[src/rtl/serialize_scheduler.sv]
// Round-robin word arbiter that serializes each granted word into DIVIDE_NUM slices.
// Define SERIALIZE_SCHED_MSB_FIRST_EN to emit the most-significant slice first.
module serialize_scheduler #(
  parameter  int DATA_WIDTH = 128,
  parameter  int DIVIDE_NUM = 4,
  parameter  int NUM_REQ    = 2,
  localparam int SLICE_W    = DATA_WIDTH / DIVIDE_NUM,
  localparam int SRC_W      = (NUM_REQ > 1) ? $clog2(NUM_REQ) : 1
) (
  input  logic                          i_clk,
  input  logic                          i_rst_n,
  input  logic [NUM_REQ-1:0]            i_req_valid,
  output logic [NUM_REQ-1:0]            o_req_ready,
  input  logic [NUM_REQ*DATA_WIDTH-1:0] i_req_data,
  input  logic                          i_out_ready,
  output logic                          o_out_valid,
  output logic [SLICE_W-1:0]            o_out_data,
  output logic                          o_out_first,
  output logic                          o_out_last,
  output logic [SRC_W-1:0]              o_out_src,
  output logic                          o_busy
);

  localparam int CNT_W = (DIVIDE_NUM > 1) ? $clog2(DIVIDE_NUM) : 1;
  localparam logic [CNT_W-1:0] LAST_CNT = CNT_W'(DIVIDE_NUM - 1);

  typedef enum logic {IDLE, SEND} state_e;

  state_e                  state_q, state_d;
  logic [CNT_W-1:0]        cnt_q, cnt_d;
  logic [SRC_W-1:0]        rr_ptr_q, rr_ptr_d;
  logic [SRC_W-1:0]        src_q, src_d;
  logic [DATA_WIDTH-1:0]   word_q, word_d;

  logic                    busy;
  logic                    out_fire;
  logic                    last_fire;
  logic                    accept_win;
  logic                    win_found;
  logic [SRC_W-1:0]        win_idx;
  logic [SRC_W-1:0]        win_cand;
  logic                    word_fire;
  logic [SLICE_W-1:0]      slice;

  assign busy      = (state_q == SEND);
  assign out_fire  = busy & i_out_ready;
  assign last_fire = out_fire & (cnt_q == LAST_CNT);
  // The grant window opens in IDLE or on the final slice handshake so words chain back-to-back.
  assign accept_win = i_rst_n & ((state_q == IDLE) | last_fire);

  always_comb begin
    win_found = 1'b0;
    win_idx   = '0;
    win_cand  = '0;
    for (int unsigned i = 0; i < NUM_REQ; i++) begin
      win_cand = SRC_W'((32'(rr_ptr_q) + i) % NUM_REQ);
      if (!win_found && i_req_valid[win_cand]) begin
        win_found = 1'b1;
        win_idx   = win_cand;
      end
    end
  end

  assign word_fire   = accept_win & win_found;
  assign o_req_ready = word_fire ? (NUM_REQ'(1) << win_idx) : '0;

  always_comb begin
    state_d  = state_q;
    cnt_d    = cnt_q;
    rr_ptr_d = rr_ptr_q;
    src_d    = src_q;
    word_d   = word_q;
    if (out_fire) begin
      cnt_d = cnt_q + CNT_W'(1);
    end
    if (last_fire) begin
      state_d = IDLE;
      cnt_d   = '0;
    end
    if (word_fire) begin
      state_d  = SEND;
      cnt_d    = '0;
      src_d    = win_idx;
      word_d   = i_req_data[32'(win_idx)*DATA_WIDTH +: DATA_WIDTH];
      rr_ptr_d = SRC_W'((32'(win_idx) + 1) % NUM_REQ);
    end
  end

  always_ff @(posedge i_clk or negedge i_rst_n) begin
    if (!i_rst_n) begin
      state_q  <= IDLE;
      cnt_q    <= '0;
      rr_ptr_q <= '0;
      src_q    <= '0;
      word_q   <= '0;
    end else begin
      state_q  <= state_d;
      cnt_q    <= cnt_d;
      rr_ptr_q <= rr_ptr_d;
      src_q    <= src_d;
      word_q   <= word_d;
    end
  end

  always_comb begin
`ifdef SERIALIZE_SCHED_MSB_FIRST_EN
    slice = word_q[DATA_WIDTH-1-32'(cnt_q)*SLICE_W -: SLICE_W];
`else
    slice = word_q[32'(cnt_q)*SLICE_W +: SLICE_W];
`endif
  end

  assign o_busy      = busy;
  assign o_out_valid = busy;
  assign o_out_data  = busy ? slice : '0;
  assign o_out_first = busy & (cnt_q == '0);
  assign o_out_last  = busy & (cnt_q == LAST_CNT);
  assign o_out_src   = src_q;

endmodule

[config.mk]
export PLATFORM = sky130hd
export DESIGN_NAME = serialize_scheduler
export DESIGN_NICKNAME = d
export VERILOG_FILES = /design/src/rtl/serialize_scheduler.sv
export SDC_FILE = /design/constraint.sdc
export NUM_CORES = 1
export LEC_CHECK = 0
export BUFFER_PORTS_ARGS = -buffer_cell sky130_fd_sc_hd__buf_2
export CAP_MARGIN = 10
export CORE_MARGIN = 5
export CORE_UTILIZATION = 29
export DETAILED_ROUTE_END_ITERATION = 7
export PLACE_DENSITY = 0.51
export RECOVER_POWER = 100
export SYNTH_ARGS = -nofsm -noshare
export SYNTH_HDL_FRONTEND = slang
export SYNTH_SLANG_ARGS = --single-unit
[constraint.sdc]
create_clock -name i_clk -period 1.7 [get_ports i_clk]
set_input_delay 0.34 -clock i_clk [delete_from_list [all_inputs] [get_ports i_clk]]
set_output_delay 0.34 -clock i_clk [all_outputs]
set_load 0.01 [all_outputs]
# --- Word level (Yosys, flattened, before mapping) ---
# Cells that the tools add are included.
classes:
  n_addsub: 3
  magnitude_cmp: 2
  eq_ne: 1
  shift: 3
  muxes: 15
  bitwise_logic: 8
  n_reduce_logical: 5
op_table:
  columns: ["operator", "n"]
  rows:
  - ["variable part select 256 x 9 -> 128 bit", 1]
  - ["variable part select 128 x 8 -> 32 bit", 1]
  - ["two-way mux 32 bit", 1]
  - ["two-way mux 1 bit", 10]
  - ["two-way mux 2 bit", 4]
  - ["bitwise AND 1 bit", 6]
  - ["< comparator 1 x 2 -> 1 bit (second input constant)", 2]
  - ["nonzero test 3 bit", 1]
  - ["adder 1 bit (second input constant)", 2]
  - ["adder 2 x 1 -> 2 bit (second input constant)", 1]
  - ["== test 2 bit (second input constant)", 1]
  - ["zero test 2 bit", 1]
  - ["nonzero test 2 bit", 1]
  - ["left shift 1 x 1 -> 2 bit (first input constant)", 1]
  - ["logical AND 1 bit", 1]
  - ["zero test 1 bit", 1]
  - ["NOT 1 bit", 1]
  - ["bitwise OR 1 bit", 1]
totals:
  regBits: 133
  input_bits: 261
  out_inout_bits: 39
  word_cells: 42

# --- Longest topological paths before layout ---
# Gate-level depths: netlist of run 1.
logic_depth:
  word_depth: 8
  depth_mapped: 8

# --- Least setup slack after synthesis of run 1 ---
# Ideal clock, no wire load.
synth_path:
  path_type: "reg-to-output"
  start: "register cnt_q[0]"
  end: "output port o_out_data[10]"
  arrival_ps: 1555
  required_time_ps: 1360
  path_slack_ps: -195
  path_stages_with_launch: 5
  cell_sequence: "dfrtp_1 buf_2 buf_2 mux4_2 and2_1"
synth_via:
  elab_chain_cells: 2
synth_rtl:
  columns: ["item", "line", "text"]
  rows:
  - ["from (decl)", "30", "logic [CNT_W-1:0] cnt_q, cnt_d;"]
  - ["from (signal assigned)", "98", "cnt_q <= cnt_d;"]
  - ["variable part select 128 x 8 -> 32 bit", "109", "slice = word_q[32'(cnt_q)*SLICE_W +: SLICE_W];"]
  - ["two-way mux 32 bit", "115", "assign o_out_data = busy ? slice : '0;"]
  - ["to (decl)", "17", "output logic [SLICE_W-1:0] o_out_data,"]
# No other way between the ends.

# --- Worst setup path after layout of run 1 ---
layout_path:
  start: "register cnt_q[0]"
  end: "output port o_out_data[1]"
# Same word-level chain as after synthesis.

==> summary by stage, run 1 <==
Route
After detailed routing, the total wire length is approximately 39,000 um. The routed via count is 8,942. The routed length per placed instance is ~25 um. The number of nets with antenna violations after routing is 0. After detailed routing, the number of vias per cell comes to 5.795.

The detailed router finished its first iteration with between 500 and 600 violations. The number of iterations in the first detailed-routing pass is 6. The residual DRC count is 0.

GRT
The number of antenna violations at the first check in global routing is 5. The first-pass GRT wire length is ~57,000 um. The number of global-route vias before repair is between 9,000 and 10,000.

In the global route stage, overall resource usage came out at 0.2382. The sum of overflow across all layers after global routing is 0. Entering global routing, the biggest net connects 130 pins.

CTS
The CTS sink count is 133. The worst-case clock buffer depth is 2. TritonCTS built the clock tree.

The CTS root buffer is sky130_fd_sc_hd__clkbuf_16. The clock slew at the register clock pins of the worst setup and hold paths is 0.06 ns. The number of levels in the clock H-tree is 4. The later pin in the worst-skew pair is clocked with a latency of 0.42 ns. The number of CTS-inserted buffers is 17.

Yosys
The portion of synthesized cell area occupied by the leading cell type is 0.4104. The number of storage elements in the synthesis netlist is 133. The post-synth design cell area is 0.008110 sq mm. The most used flip-flop cell after synthesis is sky130_fd_sc_hd__dfrtp_1. The sequential fraction of the synthesis area is 0.4104. The Yosys step of the flow raised 0 warnings.

The number of distinct standard cells referenced by the synthesized netlist is 24. The fraction of synthesis flops using an asynchronous set or reset pin is 1.000. The library cell with the largest summed area after synthesis is sky130_fd_sc_hd__dfrtp_1. Synthesis produced a little under 900 cells.

Synthesis produced a netlist with a net count of between 1,000 and 1,500. The number of enable flip-flop cells after synthesis is 0. Ranked by total cell area, the synthesized netlist is headed by sky130_fd_sc_hd__dfrtp_1, sky130_fd_sc_hd__o211ai_1, sky130_fd_sc_hd__a31oi_1. A synthesized cell averages 9.376 sq um.

Worst setup path
The highest-delay cell along the critical path is sky130_fd_sc_hd__mux4_2. The path depth of the worst reg2reg path is 11. The delay of the slowest cell on the worst path is slightly above 0.5 ns. The kind of start point of the critical path is a register.

Along the worst path, the maximum fanout reaches 7. The last element of the critical path is o_out_data[1]. The worst endpoint required time is 1.36 ns. STA classifies the critical path endpoint as an output pin. Data on the critical path arrives at its endpoint at 1.92 ns.

The critical path depth is 5. The setup slack of the most critical reg-to-reg path is -0.46 ns. The launch instance of the worst register-to-register path is cnt_q[0]$_DFFE_PN0P_. Traced cell by cell, the critical path runs through buf_8 -> buf_12 -> mux4_2 -> and2_4 -> buf_6.

The beginning of the critical path is cnt_q[0]$_DFFE_PN0P_. The setup path with the least slack is of type register to output pin. In this run the critical register-to-register path is captured at word_q[107]$_DFFE_PN0P_. The critical path contains buffers and inverters numbering 3 combined.

The critical path's top delay family is multiplexers.

Pwr
The combinational fraction of design power is 0.619. Dividing total power by cell area gives a power density of about 1800 mW/mm^2. The leakage component of the power is 5.057 nW.

Of the total power, registers draw 0.245. Of the total power, the share spent switching nets is 0.4009. The internal portion of the total power is 15.36 mW. Of the total power, the clock network draws 0.135. The worst-case IR drop observed on VDD is 1.123 mV. The switching power is around 10 mW. Overall power consumption after layout is estimated at 25.64 mW.

Floorplan
Row generation in the floorplan step produced 61 rows. The starting utilization of the core area is 0.2927. During I/O placement, the number of pins put on the boundary was 300.

The horizontal extent of the die is 177.2 um. The floorplan step defined a die boundary enclosing ~0.031 sq mm. The vertical extent of the die is about 180 um. The core box area is 0.02771 sq mm.

Timing
Setup violations remaining at the end of the flow were counted as 169. The transition time of the tightest slew-check pin is 1.029 ns. The number of max-slew violations in the final report is 0.

The max-slew headroom at the worst pin is 0.3141. The portion of the clock cycle consumed by the worst path in the final layout is 1.329. Setup repair after global routing could not meet its margin everywhere.

Clock skew on the completed layout was measured at 0.009943 ns. The highest achievable clock rate is 442.6 MHz. The worst path in the final design needs a cycle of 2.260 ns, including I/O delays and setup. Setup slack on the critical path of the routed design comes to -0.5596 ns.

The count of endpoints failing hold in the final timing report is 0.

Status
The run finished, with violations left. The checks that failed: negative setup slack.

Place
Port buffering added 299 buffers. The placer congestion estimate is 0.8246. The post-detailed-placement half-perimeter wirelength is 21,620 um.

Prior to clock tree synthesis, the placed netlist has a worst setup slack of -0.1973 ns. Counting tap cells, the placed design contains a total of between 1,000 and 1,500 instances.

Finish
In the layout the commonest cells are sky130_fd_sc_hd__buf_2, sky130_fd_sc_hd__dfrtp_1, sky130_fd_sc_hd__o211ai_1, sky130_fd_sc_hd__o21ai_0, sky130_fd_sc_hd__a31oi_4. The area growth from synthesis to layout is 72.06%. The layout cell share with drive strength beyond 1 is 0.5947. After filler insertion, the fill cell instance count of the layout stands at 2,474. For this run, the number of standard cells in the final layout without fillers is 1,543.

For this run, the post-layout net count is 1,412. Leaving out fill and tap cells, the most frequent cell in the layout is sky130_fd_sc_hd__buf_2.

Min path
The worst hold path startpoint is i_req_data[39]. The number of stages on the worst hold path is 3. The type of the tightest min-delay check is input pin to register.

Run
Across the run, the number of max-cap violations was 0.
==> worst min path at each step <==
stage                                   to  slack (ns)
CTS                 word_q[39]$_DFFE_PN0P_        0.17
detailed placement  word_q[85]$_DFFE_PN0P_        0.43
global route        word_q[57]$_DFFE_PN0P_        0.18
global placement    word_q[85]$_DFFE_PN0P_        0.43
finish              word_q[39]$_DFFE_PN0P_        0.19
floorplan             cnt_q[0]$_DFFE_PN0P_        0.04
==> state kept, by name (all words and copies together) (netlist names) <==
name       count
rr_ptr_q       1
cnt_q          2
o_busy         1
o_out_src      1
word_q       128
==> synth_stat cells, drive strengths merged, types with 2 or more instances <==
cell type / number
and2: 35
a31oi: 128
o21ai: 128
nor2: 4
clkbuf: 97
ha: 2
inv: 5
mux4: 32
nand2: 4
o211ai: 128
dfrtp: 133
buf: 31
a21oi: 131
==> cell type report <==
type | instances | area, sq um | area share
Timing Repair Buffer | 391 | 3383 | 0.2424
Antenna cell | 3 | 7.507 | 0.0005380
Multi-Input combinational cell | 601 | 6188 | 0.4435
Inverter | 5 | 25.02 | 0.001793
Sequential cell | 133 | 3336 | 0.2390
Clock buffer | 19 | 442.9 | 0.03174
Tap cell | 378 | 473.0 | 0.03389
Clock inverter | 13 | 98.84 | 0.007083
==> layer usage <==
metal	part of all wire	GRT usage	vias up
met5	0.00046	0	-
met4	0.023	0.07640	4
met3	0.057	0.05982	57
met2	0.48	0.3713	335
met1	0.44	0.3261	4558
li1	-	-	3988
==> stage by stage <==
stage | hold slack (ns) | cell area, sq um | setup TNS (ns) | util
final | 0.1905 | 13950 | -62.15 | 0.5037
after global routing | 0.1774 | 13950 | -72.27 | 0.5037
after CTS | 0.1691 | 13220 | -60.19 | 0.4773
after detailed placement | 0.4309 | 10060 | -15.04 | 0.3630
after global placement | 0.4309 | 10060 | -10.10 | 0.3630
after floorplan | 0.04441 | 8170 | 0 | -
==> what timing repair did <==
item / 4_1_cts / 5_1_grt
pin swaps: 22 / 22
setup buffers: 32 / 15
hold buffers: 1 / 0
setup endpoints to repair: 168 / 171
gates resized for setup: 261 / 172
hold endpoints to repair: 90 / 0
cloned: 32 / 7
==> worst register-to-register path, delay by kind of cell, from the launching register on <==
family                   cells  cell delay, ns
flip-flops                   1            0.43
AO/OA/AOI/OAI                2            0.38
adder cells (fa/ha/maj)      1            0.16
AND/OR/NAND/NOR              1            0.17
buffers and inverters        7            0.95
==> cells by family after synthesis <==
kind of cell,Yosys count,share of synthesized area
and+or+nand+nor,46,0.03270
muxes,34,0.09148
adders and majority gates,2,0.003085
DFF,133,0.4104
AOI/OAI and AO/OA,517,0.3869
buffers and inverters,133,0.07544
==> power groups by stage <==
stage | clock (mW) | combinational, mW | sequential [mW]
final | 3.46 | 15.9 | 6.29
after global routing | 3.68 | 16.8 | 6.45
after CTS | 3.54 | 14.4 | 5.98
after detailed placement | 0 | 8.95 | 5.80
after global placement | 0 | 8.84 | 5.79
after floorplan | 0 | 6.12 | 5.38
Note: power is estimated with default switching activity, not from simulation.
==> inputs of run 2 (changes only) <==
--- a/config.mk
+++ b/config.mk
@@ -12,6 +12,7 @@
 export DETAILED_ROUTE_END_ITERATION = 7
 export PLACE_DENSITY = 0.51
 export RECOVER_POWER = 100
+export SETUP_SLACK_MARGIN = 0.3
 export SYNTH_ARGS = -nofsm -noshare
 export SYNTH_HDL_FRONTEND = slang
 export SYNTH_SLANG_ARGS = --single-unit
==> summary by stage, run 2 (synthesis results as in run 1) <==
Pwr
VDD sags by at most roughly 0.84 mV. Power comes to 20.95 mW. Summed over all cells, the static leakage comes to 4.470 nW. In this run the power density over the cells is 1851 mW/mm^2.

Finish
Relative to the synthesized area, the layout overhead comes to 39.56%. Ranked by flip-flop count, first place goes to word_q. In the final layout, the registers with the most flip-flops are word_q: 128 flops, cnt_q: 2 flops. The layout has 2,769 filler cells.

For this run, the post-layout net count is ~1,400. The library cell used most frequently in the layout, excluding fill and tap cells, is sky130_fd_sc_hd__buf_2. In the final layout, the share of cells above drive strength 1 is 0.4356. The top cell types in the final layout, fill and taps aside, are sky130_fd_sc_hd__buf_2, sky130_fd_sc_hd__dfrtp_1, sky130_fd_sc_hd__o211ai_1, sky130_fd_sc_hd__o21ai_0, sky130_fd_sc_hd__a31oi_1. At the end of the flow the core is filled with cells to 0.4085. The flip-flop count of the largest register, all copies and words added is 128.

Route
The final route contains 8,490 vias. After detailed routing, the average wire length per cell comes to ~23 um. For this run, design rule violations remaining after detail routing come to 0. The number of nets with antenna violations after routing is 0. The number of iterations in the first detailed-routing pass is 5. The final layout contains routed wiring with a total length of 33,740 um. The ratio of routed vias to standard cells is 5.687. For this block, the initial DRC count from the detailed router was 914.

Timing
The final-report setup violation count is 53. Setup repair after global routing could not meet its margin everywhere. Measured against its own limit, the worst slew margin works out to 0.1357. The count of endpoints failing hold in the final timing report is 0. The number of max-slew violations in the final report is 0. Across the routed clock network, the largest skew measured is 0.01173 ns. After layout, the minimum clock period comes to 2.201 ns. The transition time of the tightest slew-check pin is 1.296 ns. The worst setup margin is -0.5007 ns.

The portion of the clock cycle consumed by the worst path in the final layout is 1.295. The highest achievable clock rate is 454.4 MHz. The total negative setup slack is -16.62 ns.

Min path
The worst hold path startpoint is i_req_data[107]. The worst hold path belongs to the class input pin to register.

GRT
Global routing finished with a remaining overflow of 0. The global-route total usage across every layer is 0.2077. The first-pass GRT wire length is 51,370 um. The number of antenna violations at the first check in global routing is 5.

Entering global routing, the biggest net connects 134 pins. The number of global-route vias before repair came to 8,633.

CTS
CTS built an H-tree with a depth of 4. Clock tree synthesis found a total of between 100 and 150 sinks. TritonCTS built the clock tree.

CTS placed an instance of sky130_fd_sc_hd__clkbuf_16 at the clock tree root. The total of hold buffers inserted after clock tree synthesis is 0. The longest clock path from root to sink contains 2 buffers. After clock tree synthesis, the clock-pin slew on the worst setup and hold paths is 0.06 ns. The clock network latency to the later pin of the worst-skew pair is 0.42 ns. Buffers inserted during clock tree synthesis total 17.

Floorplan
Measured along the x axis, the die boundary spans 177.2 um. The core box area is 0.02771 sq mm. The die covers 0.03141 sq mm. The die is roughly 180 um tall. In this run the count of I/O pins placed on the die edge is 300.

After floorplanning, the core was divided into 61 placement rows. The starting utilization of the core area is 0.2927.

Worst setup path
Along the worst path, the maximum fanout reaches 17. The worst setup path is launched from a register. Tracing the worst setup path back leads to its startpoint at cnt_q[0]$_DFFE_PN0P_.

STA puts the critical path data required time at 1.36 ns. The critical path is of the register to output pin type. The worst path arrival time is 1.86 ns. The endpoint type of the worst setup path is an output pin. The worst register-to-register path begins at cnt_q[0]$_DFFE_PN0P_.

Run
The max-cap check violation count is 0.

Place
The congestion estimate from routability-driven global placement came to about 0.81. The post-detailed-placement half-perimeter wirelength is 21,450 um. The port buffer count is 299.

Status
The flow ran to the end, but the final reports show violations. The checks that failed: negative setup slack.
-- run 2: changes by cell type in the layout (fill, tap and decap cells not counted), moves of 14 or more --
cell,change
sky130_fd_sc_hd__a21oi_1,+87
sky130_fd_sc_hd__a31oi_1,+62
sky130_fd_sc_hd__buf_16,-16
sky130_fd_sc_hd__buf_12,-14
sky130_fd_sc_hd__a31oi_4,-67
sky130_fd_sc_hd__a21oi_2,-29
sky130_fd_sc_hd__a21oi_4,-58
-- run 2: critical path, stage by stage (launching register included) --
cell and delay (ns):
sky130_fd_sc_hd__dfrtp_2 0.42, sky130_fd_sc_hd__buf_12 0.20, sky130_fd_sc_hd__mux4_2 0.53, sky130_fd_sc_hd__and2_4 0.17, sky130_fd_sc_hd__buf_6 0.11
-- run 2: stage by stage --
stage / area [sq um] / hold slack [ns] / std cells / setup WS, ns
after floorplan: 8304 / 0.04441 / 865 / 0.04034
after global placement: 10200 / 0.4874 / 1448 / -0.08569
after detailed placement: 10200 / 0.4942 / 1448 / -0.1053
after CTS: 11190 / 0.09612 / 1485 / -0.5420
after global routing: 11320 / 0.1808 / 1493 / -0.5829
final: 11320 / 0.1916 / 1493 / -0.5007
-- run 2: path summary, 6_finish.rpt --
path	end	slack, ns	depth (start not counted)
worst min register to register	o_out_src$_DFFE_PN0P_	0.51	1
worst min-delay path	word_q[107]$_DFFE_PN0P_	0.19	3
max in group asynchronous	rr_ptr_q$_DFFE_PN0P_	0.33	2
worst max register to register	word_q[37]$_DFFE_PN0P_	-0.02	6
min in group asynchronous	word_q[21]$_DFFE_PN0P_	0.38	2
worst max-delay path	o_out_data[22]	-0.50	4
-- run 2: timing repair --
item,4_1_cts,5_1_grt
gates cloned,4,0
endpoints found under the setup margin,171,171
setup buffers,1,4
resized for setup,40,29
pin swaps,18,0
-- run 2: cell type report --
class                   instances  area [sq um]  area share
multi-input cells             600          4408      0.3895
flip-flops and latches        133          3336      0.2947
repair buffers                341          2417      0.2136
well taps                     378         473.0     0.04179
clock buffers                  21         450.4     0.03980
clock inverters                11         200.2     0.01769
inverters                       5         23.77    0.002100
diodes                          4         10.01   0.0008844
-- run 2: power by group --
group	total [mW]	internal, mW	leakage, nW	switching, mW
registers	5.91	4.79	1.49	1.12
clock network	4.16	2.66	0.308	1.50
logic	10.9	5.86	2.67	5.02
total	21.0	13.3	4.47	7.64
-- run 2: routing by layer --
layer | up-vias | wire, um | global-route usage
li1 | 3852 | - | -
met1 | 4226 | 14880 | 0.2982
met2 | 378 | 15790 | 0.3186
met3 | 32 | 2618 | 0.04807
met4 | 2 | 433 | 0.04997
met5 | - | 13 | 0
==> inputs of run 3 (changes only) <==
--- a/config.mk
+++ b/config.mk
@@ -7,11 +7,12 @@
 export LEC_CHECK = 0
 export BUFFER_PORTS_ARGS = -buffer_cell sky130_fd_sc_hd__buf_2
 export CAP_MARGIN = 10
+export CORE_ASPECT_RATIO = 0.5
 export CORE_MARGIN = 5
 export CORE_UTILIZATION = 29
 export DETAILED_ROUTE_END_ITERATION = 7
 export PLACE_DENSITY = 0.51
-export RECOVER_POWER = 100
+export RECOVER_POWER = 50
 export SETUP_SLACK_MARGIN = 0.3
 export SYNTH_ARGS = -nofsm -noshare
 export SYNTH_HDL_FRONTEND = slang
==> summary by stage, run 3 (synthesis results as in run 1) <==
CTS
The number of levels in the clock H-tree is 4. TritonCTS built the clock tree. In this run the deepest clock path goes through 2 buffers. After clock tree synthesis, the clock-pin slew on the worst setup and hold paths is 0.07 ns. TritonCTS created 17 clock buffers.

The CTS root buffer is sky130_fd_sc_hd__clkbuf_16. The total of hold buffers inserted after clock tree synthesis is 0. Clock latency on the worst-skew pair, taken at its later pin, is 0.44 ns. The tree built by TritonCTS fans out to 133 sinks.

Finish
The top register by number of flip-flops is word_q. The register with the most flip-flops in the layout has 128 of them. The number of nets at the end of the flow is 1,407. The library cells used most frequently in the layout, excluding fill and tap cells, are sky130_fd_sc_hd__buf_2, sky130_fd_sc_hd__dfrtp_1, sky130_fd_sc_hd__o211ai_1, sky130_fd_sc_hd__o21ai_0, sky130_fd_sc_hd__a31oi_4. The final non-filler cell area is roughly 0.014 sq mm.

The leading cell type in the layout, fill and taps excluded is sky130_fd_sc_hd__buf_2. Relative to the synthesized area, the layout overhead comes to 70.50%. The largest registers in the layout are word_q: 128 flops, cnt_q: 2 flops. In the final layout, the share of cells above drive strength 1 is 0.5825. The number of standard cells in the final layout excluding fillers is 1,547.

GRT
The number of global-route vias before repair is 9,253. The global-route total usage across every layer is 0.2318. Entering global routing, the biggest net connects ~130 pins. The first global-routing pass estimated 56,100 um of wire.

The number of antenna violations at the first check in global routing is 9. The sum of overflow across all layers after global routing is 0.

Route
In the routed layout, each cell is associated on average with a via count of 5.997. The count of nets left with antenna violations once routing finished came out at 0. After detailed routing, the number of remaining DRC violations is 0.

The detailed router finished its first iteration with between 800 and 900 violations. After detailed routing, the average wire length per cell comes to approximately 26 um. The number of iterations in the first detailed-routing pass is 5. The final wirelength is ~41,000 um. The detailed router placed 9,277 vias in this run.

Timing
The worst pin sits at a relative slew slack of 0.09026. The transition time of the tightest slew-check pin is 1.365 ns. The portion of the clock cycle consumed by the worst path in the final layout is 1.314. The highest achievable clock rate is 447.8 MHz. The count of endpoints failing hold in the final timing report was 0. Across all setup checks in the final design, the least slack found is -0.5333 ns. The final critical-path required period is 2.233 ns. The number of max-slew violations in the final report is 0.

The worst hold slack after final layout is between 0.15 and 0.2 ns. The final-report setup violation count is 169. Setup repair after global routing could not meet its margin everywhere. The clock skew after layout is 0.006743 ns.

Floorplan
The die is around 130 um tall. The area enclosed by the die boundary is around 0.032 sq mm. The die is 246.5 um wide. The floorplan row count is 43. For this configuration, the core starts out at a cell density of 0.2933. For this design the top-level I/O count stands at 300. The core box area is about 0.028 sq mm.

Status
The run finished, with violations left. The final reports fail on negative setup slack.

Pwr
The completed layout was analyzed and its total power is 25.65 mW. The leakage component of the power is 5.060 nW. The peak ir drop on the vdd network is 0.8926 mV. The total power divided by cell area is 1855 mW/mm^2.

Worst setup path
The worst setup path is of the register to output pin kind. STA classifies the critical path endpoint as an output pin. The worst endpoint required time is 1.36 ns. The worst path arrival time is roughly 1.9 ns. The kind of start point of the critical path is a register. The worst-path maximum fanout is 17.

Place
The port buffer count is 299. The cell count after placement is 1,454. The cell area after placement is about 0.010 sq mm. At the placement stage, the worst setup path has a slack of -0.1024 ns. The placer congestion estimate is 0.8005. The post-detailed-placement half-perimeter wirelength is 23,150 um.

Run
The tool flagged a number of max-cap violations equal to 0.

Min path
The type of the tightest min-delay check is input pin to register.
-- run 3: changes by cell type in the layout (fill, tap and decap cells not counted), sizes merged --
cell    before  now
bufbuf       2    0
bufinv       5    2
and2        36   38
diode        4    8
clkbuf      24   36
inv          5    4
buf        336  371
clkinv       4    7
-- run 3: final cells by class --
type | count | area (sq um)
Fill cell | 2481 | 13830
Antenna cell | 8 | 20.02
Timing Repair Buffer | 385 | 3362
Clock inverter | 10 | 105.1
Sequential cell | 133 | 3336
Multi-Input combinational cell | 602 | 6041
Tap cell | 382 | 478.0
Inverter | 5 | 22.52
Clock buffer | 22 | 464.2
-- run 3: where the power goes --
group / switching, mW / internal (mW) / leakage [nW]
clock network: 1.50 / 2.22 / 0.279
registers: 1.70 / 4.79 / 1.49
logic: 7.00 / 8.44 / 3.29
total: 10.2 / 15.5 / 5.06
-- run 3: path summary, 6_finish.rpt --
kind,startpoint,to,slack (ns),cells after the start
worst max-delay path,cnt_q[0]$_DFFE_PN0P_,o_out_data[21],-0.53,4
worst min-delay path,i_req_data[96],word_q[96]$_DFFE_PN0P_,0.17,3
worst max register to register,cnt_q[0]$_DFFE_PN0P_,word_q[30]$_DFFE_PN0P_,-0.44,10
worst min register to register,o_out_src$_DFFE_PN0P_,o_out_src$_DFFE_PN0P_,0.51,1
max in group asynchronous,i_rst_n,o_busy$_DFFE_PN0P_,0.30,2
min in group asynchronous,i_rst_n,word_q[66]$_DFFE_PN0P_,0.36,2
-- run 3: repair_timing --
item | 4_1_cts | 5_1_grt
gates cloned | 18 | 20
setup endpoints to repair | 169 | 171
resized for setup | 136 | 182
setup buffers | 13 | 2
pin swaps | 2 | 13
-- run 3: routing by layer --
| layer | track usage | share of wire |
|---|---|---|
| met1 | 0.3155 | 0.43 |
| met2 | 0.3639 | 0.47 |
| met3 | 0.05021 | 0.070 |
| met4 | 0.08915 | 0.028 |
| met5 | 0 | 0 |
-- run 3: critical path, cell delays in order (launching register included) --
cell                      delay, ns
sky130_fd_sc_hd__dfrtp_2       0.42
sky130_fd_sc_hd__buf_12        0.21
sky130_fd_sc_hd__mux4_2        0.52
sky130_fd_sc_hd__and2_4        0.17
sky130_fd_sc_hd__buf_6         0.11
-- run 3: per-stage QoR --
step	TNS, ns	utilization
floorplan	0	-
global placement	-2.219	0.3673
detailed placement	-2.624	0.3673
CTS	-56.84	0.4357
global route	-73.79	0.5000
finish	-63.98	0.5000
